===== src/rtl/auto_setting_param_if.sv =====
// Keypad/time-register bus for the time-setting engine: controls and current time in,
// working time and status out.
interface auto_setting_param_if;
  logic       en;
  logic [9:0] keypad;
  logic       sharp;
  logic [3:0] oHour10, oHour1, oMinute10, oMinute1, oSecond10, oSecond1;
  logic [3:0] hour10, hour1, minute10, minute1, second10, second1;
  logic       complete;
  logic       busy;
  logic       clamped;

  modport master (
    output en, keypad, sharp,
    output oHour10, oHour1, oMinute10, oMinute1, oSecond10, oSecond1,
    input  hour10, hour1, minute10, minute1, second10, second1,
    input  complete, busy, clamped
  );

  modport slave (
    input  en, keypad, sharp,
    input  oHour10, oHour1, oMinute10, oMinute1, oSecond10, oSecond1,
    output hour10, hour1, minute10, minute1, second10, second1,
    output complete, busy, clamped
  );
endinterface


===== src/rtl/auto_setting_param.sv =====
// Keypad time-setting engine: loads BCD hh:mm:ss, adds per-key steps with carry
// normalisation and hour wrap, presents the result on registered BCD outputs.
//
// state   | meaning
// --------+-------------------------------------------------------------
// S_IDLE  | waiting for en
// S_LOAD  | capture current time with per-digit clamping
// S_ARMED | waiting for key/sharp press edge
// S_ADD   | add selected step to sec/min/hour fields
// S_NRM_S | seconds carry into minutes
// S_NRM_M | minutes carry into hours
// S_NRM_H | hour wrap past HOUR_MAX
// S_DONE  | one-cycle complete pulse
module auto_setting_param #(
  parameter int HOUR_MAX = 23,
  parameter int STEP1_S  = 5,
  parameter int STEP2_S  = 10,
  parameter int STEP3_S  = 60
) (
  input logic                 clock,
  input logic                 reset,
  auto_setting_param_if.slave bus
);

  typedef enum logic [2:0] {
    S_IDLE, S_LOAD, S_ARMED, S_ADD, S_NRM_S, S_NRM_M, S_NRM_H, S_DONE
  } state_t;

  localparam logic [6:0] HMAX  = 7'(HOUR_MAX);
  localparam logic [6:0] HWRAP = 7'(HOUR_MAX + 1);
  localparam logic [6:0] ST1_S = 7'(STEP1_S % 60);
  localparam logic [6:0] ST1_M = 7'((STEP1_S / 60) % 60);
  localparam logic [6:0] ST1_H = 7'(STEP1_S / 3600);
  localparam logic [6:0] ST2_S = 7'(STEP2_S % 60);
  localparam logic [6:0] ST2_M = 7'((STEP2_S / 60) % 60);
  localparam logic [6:0] ST2_H = 7'(STEP2_S / 3600);
  localparam logic [6:0] ST3_S = 7'(STEP3_S % 60);
  localparam logic [6:0] ST3_M = 7'((STEP3_S / 60) % 60);
  localparam logic [6:0] ST3_H = 7'(STEP3_S / 3600);

  function automatic logic [3:0] clamp_dig(input logic [3:0] d, input logic [3:0] lim);
    return (d > lim) ? lim : d;
  endfunction

  function automatic logic [3:0] bcd_tens(input logic [6:0] v);
    logic [6:0] t;
    t = v / 7'd10;
    return t[3:0];
  endfunction

  function automatic logic [3:0] bcd_ones(input logic [6:0] v);
    logic [6:0] t;
    t = v % 7'd10;
    return t[3:0];
  endfunction

  state_t     state_q, state_d;
  logic [6:0] sec_q, min_q, hour_q;
  logic [6:0] sec_d, min_d, hour_d;
  logic [1:0] key_sel_q, key_sel_d;
  logic [9:0] key_prev_q;
  logic       sharp_prev_q;
  logic       clamp_d;
  logic [3:0] hour10_q, hour1_q, minute10_q, minute1_q, second10_q, second1_q;
  logic       complete_q, busy_q, clamped_q;

  // Press edge only: a clean one-hot word after an all-released cycle; keys 4..9 never act.
  logic       key_fresh;
  logic [3:0] key_ev;
  logic       sharp_ev;
  assign key_fresh = (key_prev_q == 10'd0) && $onehot(bus.keypad);
  assign key_ev    = key_fresh ? bus.keypad[3:0] : 4'd0;
  assign sharp_ev  = bus.sharp && !sharp_prev_q;

  logic [3:0] ld_h10, ld_h1, ld_m10, ld_m1, ld_s10, ld_s1;
  logic [6:0] hour_raw, hour_ld, min_ld, sec_ld;
  logic       any_clamp;

  always_comb begin
    ld_h10    = clamp_dig(bus.oHour10, 4'd9);
    ld_h1     = clamp_dig(bus.oHour1, 4'd9);
    ld_m10    = clamp_dig(bus.oMinute10, 4'd5);
    ld_m1     = clamp_dig(bus.oMinute1, 4'd9);
    ld_s10    = clamp_dig(bus.oSecond10, 4'd5);
    ld_s1     = clamp_dig(bus.oSecond1, 4'd9);
    hour_raw  = 7'(ld_h10) * 7'd10 + 7'(ld_h1);
    hour_ld   = (hour_raw > HMAX) ? HMAX : hour_raw;
    min_ld    = 7'(ld_m10) * 7'd10 + 7'(ld_m1);
    sec_ld    = 7'(ld_s10) * 7'd10 + 7'(ld_s1);
    any_clamp = (ld_h10 != bus.oHour10) || (ld_h1 != bus.oHour1) ||
                (ld_m10 != bus.oMinute10) || (ld_m1 != bus.oMinute1) ||
                (ld_s10 != bus.oSecond10) || (ld_s1 != bus.oSecond1) ||
                (hour_ld != hour_raw);
  end

  logic [6:0] step_s, step_m, step_h;

  always_comb begin
    step_s = ST1_S;
    step_m = ST1_M;
    step_h = ST1_H;
    case (key_sel_q)
      2'd2: begin step_s = ST2_S; step_m = ST2_M; step_h = ST2_H; end
      2'd3: begin step_s = ST3_S; step_m = ST3_M; step_h = ST3_H; end
      default: ;
    endcase
  end

  always_comb begin
    state_d   = state_q;
    sec_d     = sec_q;
    min_d     = min_q;
    hour_d    = hour_q;
    key_sel_d = key_sel_q;
    clamp_d   = 1'b0;
    case (state_q)
      S_IDLE: if (bus.en) state_d = S_LOAD;
      S_LOAD: begin
        if (!bus.en) state_d = S_IDLE;
        else begin
          sec_d   = sec_ld;
          min_d   = min_ld;
          hour_d  = hour_ld;
          clamp_d = any_clamp;
          state_d = S_ARMED;
        end
      end
      S_ARMED: begin
        if (!bus.en) state_d = S_IDLE;
        else if (sharp_ev) state_d = S_DONE;
        else if (key_ev[0]) begin
          sec_d  = 7'd0;
          min_d  = 7'd0;
          hour_d = 7'd0;
        end
        else if (key_ev[1]) begin key_sel_d = 2'd1; state_d = S_ADD; end
        else if (key_ev[2]) begin key_sel_d = 2'd2; state_d = S_ADD; end
        else if (key_ev[3]) begin key_sel_d = 2'd3; state_d = S_ADD; end
      end
      S_ADD: begin
        if (!bus.en) state_d = S_IDLE;
        else begin
          sec_d   = sec_q + step_s;
          min_d   = min_q + step_m;
          hour_d  = hour_q + step_h;
          state_d = S_NRM_S;
        end
      end
      S_NRM_S: begin
        if (!bus.en) state_d = S_IDLE;
        else begin
          if (sec_q >= 7'd60) begin
            sec_d = sec_q - 7'd60;
            min_d = min_q + 7'd1;
          end
          state_d = S_NRM_M;
        end
      end
      S_NRM_M: begin
        if (!bus.en) state_d = S_IDLE;
        else begin
          if (min_q >= 7'd60) begin
            min_d  = min_q - 7'd60;
            hour_d = hour_q + 7'd1;
          end
          state_d = S_NRM_H;
        end
      end
      S_NRM_H: begin
        if (!bus.en) state_d = S_IDLE;
        else begin
          if (hour_q > HMAX) hour_d = hour_q - HWRAP;
          state_d = S_ARMED;
        end
      end
      S_DONE:  state_d = S_IDLE;
      default: state_d = S_IDLE;
    endcase
  end

  always_ff @(posedge clock or negedge reset) begin
    if (!reset) begin
      state_q      <= S_IDLE;
      sec_q        <= 7'd0;
      min_q        <= 7'd0;
      hour_q       <= 7'd0;
      key_sel_q    <= 2'd1;
      key_prev_q   <= 10'd0;
      sharp_prev_q <= 1'b0;
      hour10_q     <= 4'd0;
      hour1_q      <= 4'd0;
      minute10_q   <= 4'd0;
      minute1_q    <= 4'd0;
      second10_q   <= 4'd0;
      second1_q    <= 4'd0;
      complete_q   <= 1'b0;
      busy_q       <= 1'b0;
      clamped_q    <= 1'b0;
    end else begin
      state_q      <= state_d;
      sec_q        <= sec_d;
      min_q        <= min_d;
      hour_q       <= hour_d;
      key_sel_q    <= key_sel_d;
      key_prev_q   <= bus.keypad;
      sharp_prev_q <= bus.sharp;
      // Encode from the next-state fields so digits land on the same edge as the fields.
      hour10_q     <= bcd_tens(hour_d);
      hour1_q      <= bcd_ones(hour_d);
      minute10_q   <= bcd_tens(min_d);
      minute1_q    <= bcd_ones(min_d);
      second10_q   <= bcd_tens(sec_d);
      second1_q    <= bcd_ones(sec_d);
      complete_q   <= (state_d == S_DONE);
      busy_q       <= (state_d == S_ADD) || (state_d == S_NRM_S) ||
                      (state_d == S_NRM_M) || (state_d == S_NRM_H);
      clamped_q    <= clamp_d;
    end
  end

  assign bus.hour10   = hour10_q;
  assign bus.hour1    = hour1_q;
  assign bus.minute10 = minute10_q;
  assign bus.minute1  = minute1_q;
  assign bus.second10 = second10_q;
  assign bus.second1  = second1_q;
  assign bus.complete = complete_q;
  assign bus.busy     = busy_q;
  assign bus.clamped  = clamped_q;

endmodule


===== src/flat_wrapper.sv =====
// flat-port wrapper written by rule: the top's interface ports become plain ports
module auto_setting_param_flat 
#(
  parameter int HOUR_MAX = 23,
  parameter int STEP1_S  = 5,
  parameter int STEP2_S  = 10,
  parameter int STEP3_S  = 60
)
  (clock, reset, bus_en, bus_keypad, bus_sharp, bus_oHour10, bus_oHour1, bus_oMinute10, bus_oMinute1, bus_oSecond10, bus_oSecond1, bus_hour10, bus_hour1, bus_minute10, bus_minute1, bus_second10, bus_second1, bus_complete, bus_busy, bus_clamped);
  auto_setting_param_if bus_i ();
  input logic clock;
  input logic reset;
  input wire logic [$bits(bus_i.en)-1:0] bus_en;
  input wire logic [$bits(bus_i.keypad)-1:0] bus_keypad;
  input wire logic [$bits(bus_i.sharp)-1:0] bus_sharp;
  input wire logic [$bits(bus_i.oHour10)-1:0] bus_oHour10;
  input wire logic [$bits(bus_i.oHour1)-1:0] bus_oHour1;
  input wire logic [$bits(bus_i.oMinute10)-1:0] bus_oMinute10;
  input wire logic [$bits(bus_i.oMinute1)-1:0] bus_oMinute1;
  input wire logic [$bits(bus_i.oSecond10)-1:0] bus_oSecond10;
  input wire logic [$bits(bus_i.oSecond1)-1:0] bus_oSecond1;
  output wire logic [$bits(bus_i.hour10)-1:0] bus_hour10;
  output wire logic [$bits(bus_i.hour1)-1:0] bus_hour1;
  output wire logic [$bits(bus_i.minute10)-1:0] bus_minute10;
  output wire logic [$bits(bus_i.minute1)-1:0] bus_minute1;
  output wire logic [$bits(bus_i.second10)-1:0] bus_second10;
  output wire logic [$bits(bus_i.second1)-1:0] bus_second1;
  output wire logic [$bits(bus_i.complete)-1:0] bus_complete;
  output wire logic [$bits(bus_i.busy)-1:0] bus_busy;
  output wire logic [$bits(bus_i.clamped)-1:0] bus_clamped;
  assign bus_i.en = bus_en;
  assign bus_i.keypad = bus_keypad;
  assign bus_i.sharp = bus_sharp;
  assign bus_i.oHour10 = bus_oHour10;
  assign bus_i.oHour1 = bus_oHour1;
  assign bus_i.oMinute10 = bus_oMinute10;
  assign bus_i.oMinute1 = bus_oMinute1;
  assign bus_i.oSecond10 = bus_oSecond10;
  assign bus_i.oSecond1 = bus_oSecond1;
  assign bus_hour10 = bus_i.hour10;
  assign bus_hour1 = bus_i.hour1;
  assign bus_minute10 = bus_i.minute10;
  assign bus_minute1 = bus_i.minute1;
  assign bus_second10 = bus_i.second10;
  assign bus_second1 = bus_i.second1;
  assign bus_complete = bus_i.complete;
  assign bus_busy = bus_i.busy;
  assign bus_clamped = bus_i.clamped;
  auto_setting_param #(.HOUR_MAX(HOUR_MAX), .STEP1_S(STEP1_S), .STEP2_S(STEP2_S), .STEP3_S(STEP3_S)) u_core (.clock(clock), .reset(reset), .bus(bus_i));
endmodule

===== config.mk =====
export PLATFORM = sky130hd
export DESIGN_NAME = auto_setting_param_flat
export DESIGN_NICKNAME = d
export VERILOG_FILES = /design/src/rtl/auto_setting_param_if.sv /design/src/rtl/auto_setting_param.sv /design/src/flat_wrapper.sv
export SDC_FILE = /design/constraint.sdc
export NUM_CORES = 1
export LEC_CHECK = 0
export ABC_AREA = 1
export ABC_CLOCK_PERIOD_IN_PS = 5480
export CAP_MARGIN = 15
export CORE_ASPECT_RATIO = 1.2
export CORE_MARGIN = 3
export CORE_UTILIZATION = 50
export CTS_CLUSTER_DIAMETER = 40
export DETAILED_ROUTE_END_ITERATION = 7
export GPL_ROUTABILITY_DRIVEN = 0
export HOLD_SLACK_MARGIN = 0.03
export PLACE_DENSITY_LB_ADDON = 0.15
export SLEW_MARGIN = 20
export SYNTH_ARGS = -nofsm -noshare
export SYNTH_HDL_FRONTEND = slang
export SYNTH_SLANG_ARGS = --single-unit

===== constraint.sdc =====
create_clock -name clock -period 5.48 [get_ports clock]
set_input_delay 1.37 -clock clock [delete_from_list [all_inputs] [get_ports clock]]
set_output_delay 1.37 -clock clock [all_outputs]
set_load 0.05 [all_outputs]

==> reports/summary.txt <==
Starting density of the core: 0.5162
Num CTS Buffers: 9
WL per Instance: 13.68 um
Simple-Gate Fraction of Synth Area: 0.4046
Crit Path Max Fanout: 4
Post-synth top area share: 0.2380
PnR worst setup slack: -0.5461 ns
Status: finished with violations
PortBufs: 64
Drt pass-1 iters: 5
Ant diodes: 0
R2r worst-path depth: 28
Setup_tns: -5.370 ns
Failing checks: setup timing
Slew headroom: 0.6004
Nets: 1161
Crit share post-route: 1.100
Routed Wire Length: 16850 um
Nature of the critical path endpoint: register
Critical Path AT: 6.25 ns
Fill count: 1079
Worst-skew pair later-pin latency: 0.33 ns
Largest net degree at the start of global routing: 40
Worst path max stage delay: 0.57 ns
Share of layout cells above drive strength 1: 0.2913
First-pass GRT wire length: 27520 um
Hold Crit Start: u_core.key_sel_q[0]
DR iter-0 viols: 476
Cell taking the most area after synthesis: dfrtp_1
Leakage Power: 4.332 nW
Area Overhead vs Synth: 34.21%
Dpl cell area: 7746 um2
Syn Inst Count: 904
Minimum hold slack: 0.5681 ns
Critical-path top delay cell: fa_1
Die footprint: 14010 um2
ANT nets after route: 0
Synth Area in Compound Gates: 0.1067
Place WS: -1.252 ns
Mux share of post-synthesis cell area: 0
Buf+Inv Stages, Crit Path: 7
HPWL after DPL: 12660 um
Worst hold path cell count: 4
Async set-or-reset flop fraction in the synthesized netlist: 1.000
Hold-fix buffers, CTS: 0
Max Clock Skew: 0.006966 ns
Reg-to-Reg Start: u_core.sec_q[0]
Pwr dens: 459.6 nW/um2
Yosys cell types: 55
GR Util All Layers: 0.2421
Max Slew Vio Count: 0
Fin crit period: 6.026 ns
Max-cap viol count: 0
Largest delay contributor family on the critical path: adder cells
CORE AREA: 12220 um2
Syn avg cell area: 6.978 um2
DR vias/cell: 5.332
HP Class: register to register
Synth top cells by count: nand2_1 (198), inv_1 (132), nand3_1 (84), nor2_1 (71), dfrtp_1 (60)
Top Ports: 65
Synthesized-area fraction occupied by adder cells: 0.1230
Cell with the most instances after synthesis: nand2_1
Max clock buf depth: 2
Part of the Yosys area used for sequential elements: 0.2422
EDFF count, synth: 0
Routed vias: 6569
Internal reg-to-reg setup slack: 1.72 ns
Startpoint types: input port
Top post-synthesis cells by area: dfrtp_1 (24%), nand2_1 (12%), ha_1 (9.1%)
Tot Pwr: 3.891 mW
CTS sink cnt: 61
Worst reg2reg path endpoint: u_core.bus.second1[1]
Synth Area in XOR/XNOR: 0.01111
Top achievable clock speed: 0.1659 GHz
Slew @ Worst Pin: 0.5972 ns
Reg clk slew, reported paths: 0.05 ns
Design area: 8467 um2
Hold Fails Final Rpt: 0
Synth Cell Area: 6309 um2
Most used cell, CP: nand2_4
Drt drc: 0
FP Rows: 44
Die W: 108.5 um
Crit path kind: input port to register
Clk root buf: clkbuf_16
Largest family of logic cells by synthesized area: simple AND/OR/NAND/NOR gates
Vias in the first global route: 6275
Synth warn: 0
TritonCTS clock tree: done
Hold endpoint: u_core.key_sel_q[0]
Critical Path RT: 5.71 ns
RSZ-0062 raised after global routing: yes
Remaining Overflow, GRT: 0
Number of synthesized register bits: 61
Initial antenna violation count: 0
Finish-stage setup viols: 14
Most common flop cell mapped by yosys: dfrtp_1
Chip Height: 129.0 um
# H-tree levels: 3
Peak VDD IR: 0.3712 mV
==> power by group <==
part	switching, mW	leakage (nW)	total, mW	internal (mW)
registers	0.128	0.749	0.710	0.582
clock network	0.208	0.135	0.536	0.328
logic	1.49	3.45	2.65	1.15
==> cell usage in the layout, fill, tap and decap left out, types with 3 or more instances in the layout <==
| master | synthesis | routed |
|---|---|---|
| o21ai_1 | 9 | 11 |
| nand2_1 | 198 | 181 |
| ha_4 | 0 | 7 |
| nand2_2 | 40 | 48 |
| inv_2 | 15 | 23 |
| a21oi_2 | 2 | 3 |
| nand3b_1 | 5 | 5 |
| nor2_4 | 5 | 11 |
| xnor2_1 | 4 | 4 |
| nand2_4 | 10 | 19 |
| nand3_2 | 16 | 28 |
| o21ai_2 | 4 | 4 |
| fa_1 | 10 | 9 |
| nand3_1 | 84 | 70 |
| nor2_2 | 9 | 9 |
| o21ai_0 | 35 | 33 |
| dfrtp_1 | 60 | 60 |
| o21a_1 | 3 | 3 |
| clkdlybuf4s50_1 | 0 | 57 |
| nand4_1 | 29 | 29 |
| inv_1 | 132 | 122 |
| ha_1 | 46 | 38 |
| buf_6 | 3 | 9 |
| nand3_4 | 4 | 6 |
| o2111ai_1 | 3 | 3 |
| a21oi_1 | 23 | 22 |
| buf_4 | 7 | 103 |
| a21oi_4 | 3 | 3 |
| o211ai_1 | 6 | 6 |
| clkbuf_16 | 0 | 9 |
| inv_4 | 2 | 3 |
| or2_2 | 6 | 6 |
| nor3_1 | 19 | 19 |
| xor2_1 | 4 | 4 |
| nor2_1 | 71 | 65 |
| buf_2 | 5 | 3 |
==> timing repair <==
| action | 4_1_cts | 5_1_grt |
|---|---|---|
| pin swaps | 29 | 44 |
| resized for setup | 48 | 46 |
| setup endpoints to repair | 17 | 15 |
| endpoints found under the hold margin | 0 | 0 |
| buffers inserted | 5 | 19 |
==> worst max path at each step <==
stage	from	endpoint	depth (start not counted)
floorplan	bus_keypad[5]	u_core.bus.second1[1]	36
global placement	bus_keypad[4]	u_core.bus.second1[2]	35
detailed placement	bus_keypad[5]	u_core.bus.second1[1]	35
CTS	bus_keypad[2]	u_core.bus.second1[1]	36
global route	bus_keypad[1]	u_core.bus.second1[1]	37
finish	bus_keypad[1]	u_core.bus.second1[1]	37
==> tightest hold or removal path: stages, from the launching register on <==
cell and delay (ns):
dfstp_2 0.37, inv_1 0.04, nand2_1 0.05, o41ai_1 0.06, inv_1 0.04
==> cell families (layout without fill, tap and decap cells) <==
logic type / count (synthesis) / after routing
fa+ha+maj: 56 / 56
xor+xnor: 8 / 8
simple gates: 502 / 502
other cells: 1 / 2
buf+inv: 172 / 338
flops: 61 / 61
compound gates: 104 / 104
==> state kept, by name (all words and copies together), names as in the netlist, 4 cells and up <==
register             flops
u_core.key_prev_q       10
u_core.hour_q            7
u_core.min_q             7
u_core.sec_q             7
u_core.bus.hour10        4
u_core.bus.minute10      4
u_core.bus.second10      4
==> area by class of cell <==
type	instances	area, um2	area share
flip-flops and latches	61	1528	0.1804
well taps	161	201.4	0.02379
repair buffers	173	1480	0.1748
multi-input cells	672	4404	0.5202
clock inverters	3	21.27	0.002512
inverters	150	575.6	0.06798
clock buffers	12	256.5	0.03029
==> stage by stage <==
stage | util | cells
finish | 0.6928 | 1232
global route | 0.6928 | 1232
CTS | 0.6663 | 1213
detailed placement | 0.6338 | 1193
global placement | 0.6338 | 1193
floorplan | - | 905
==> routing by layer <==
layer  track usage  vias up  share of wire
li1              -     3274              -
met1        0.2734     3085           0.40
met2        0.4493      161           0.53
met3       0.03338       49          0.036
met4        0.1062        0          0.034
met5             0        -              0
Power figures use the tool's default switching activity.
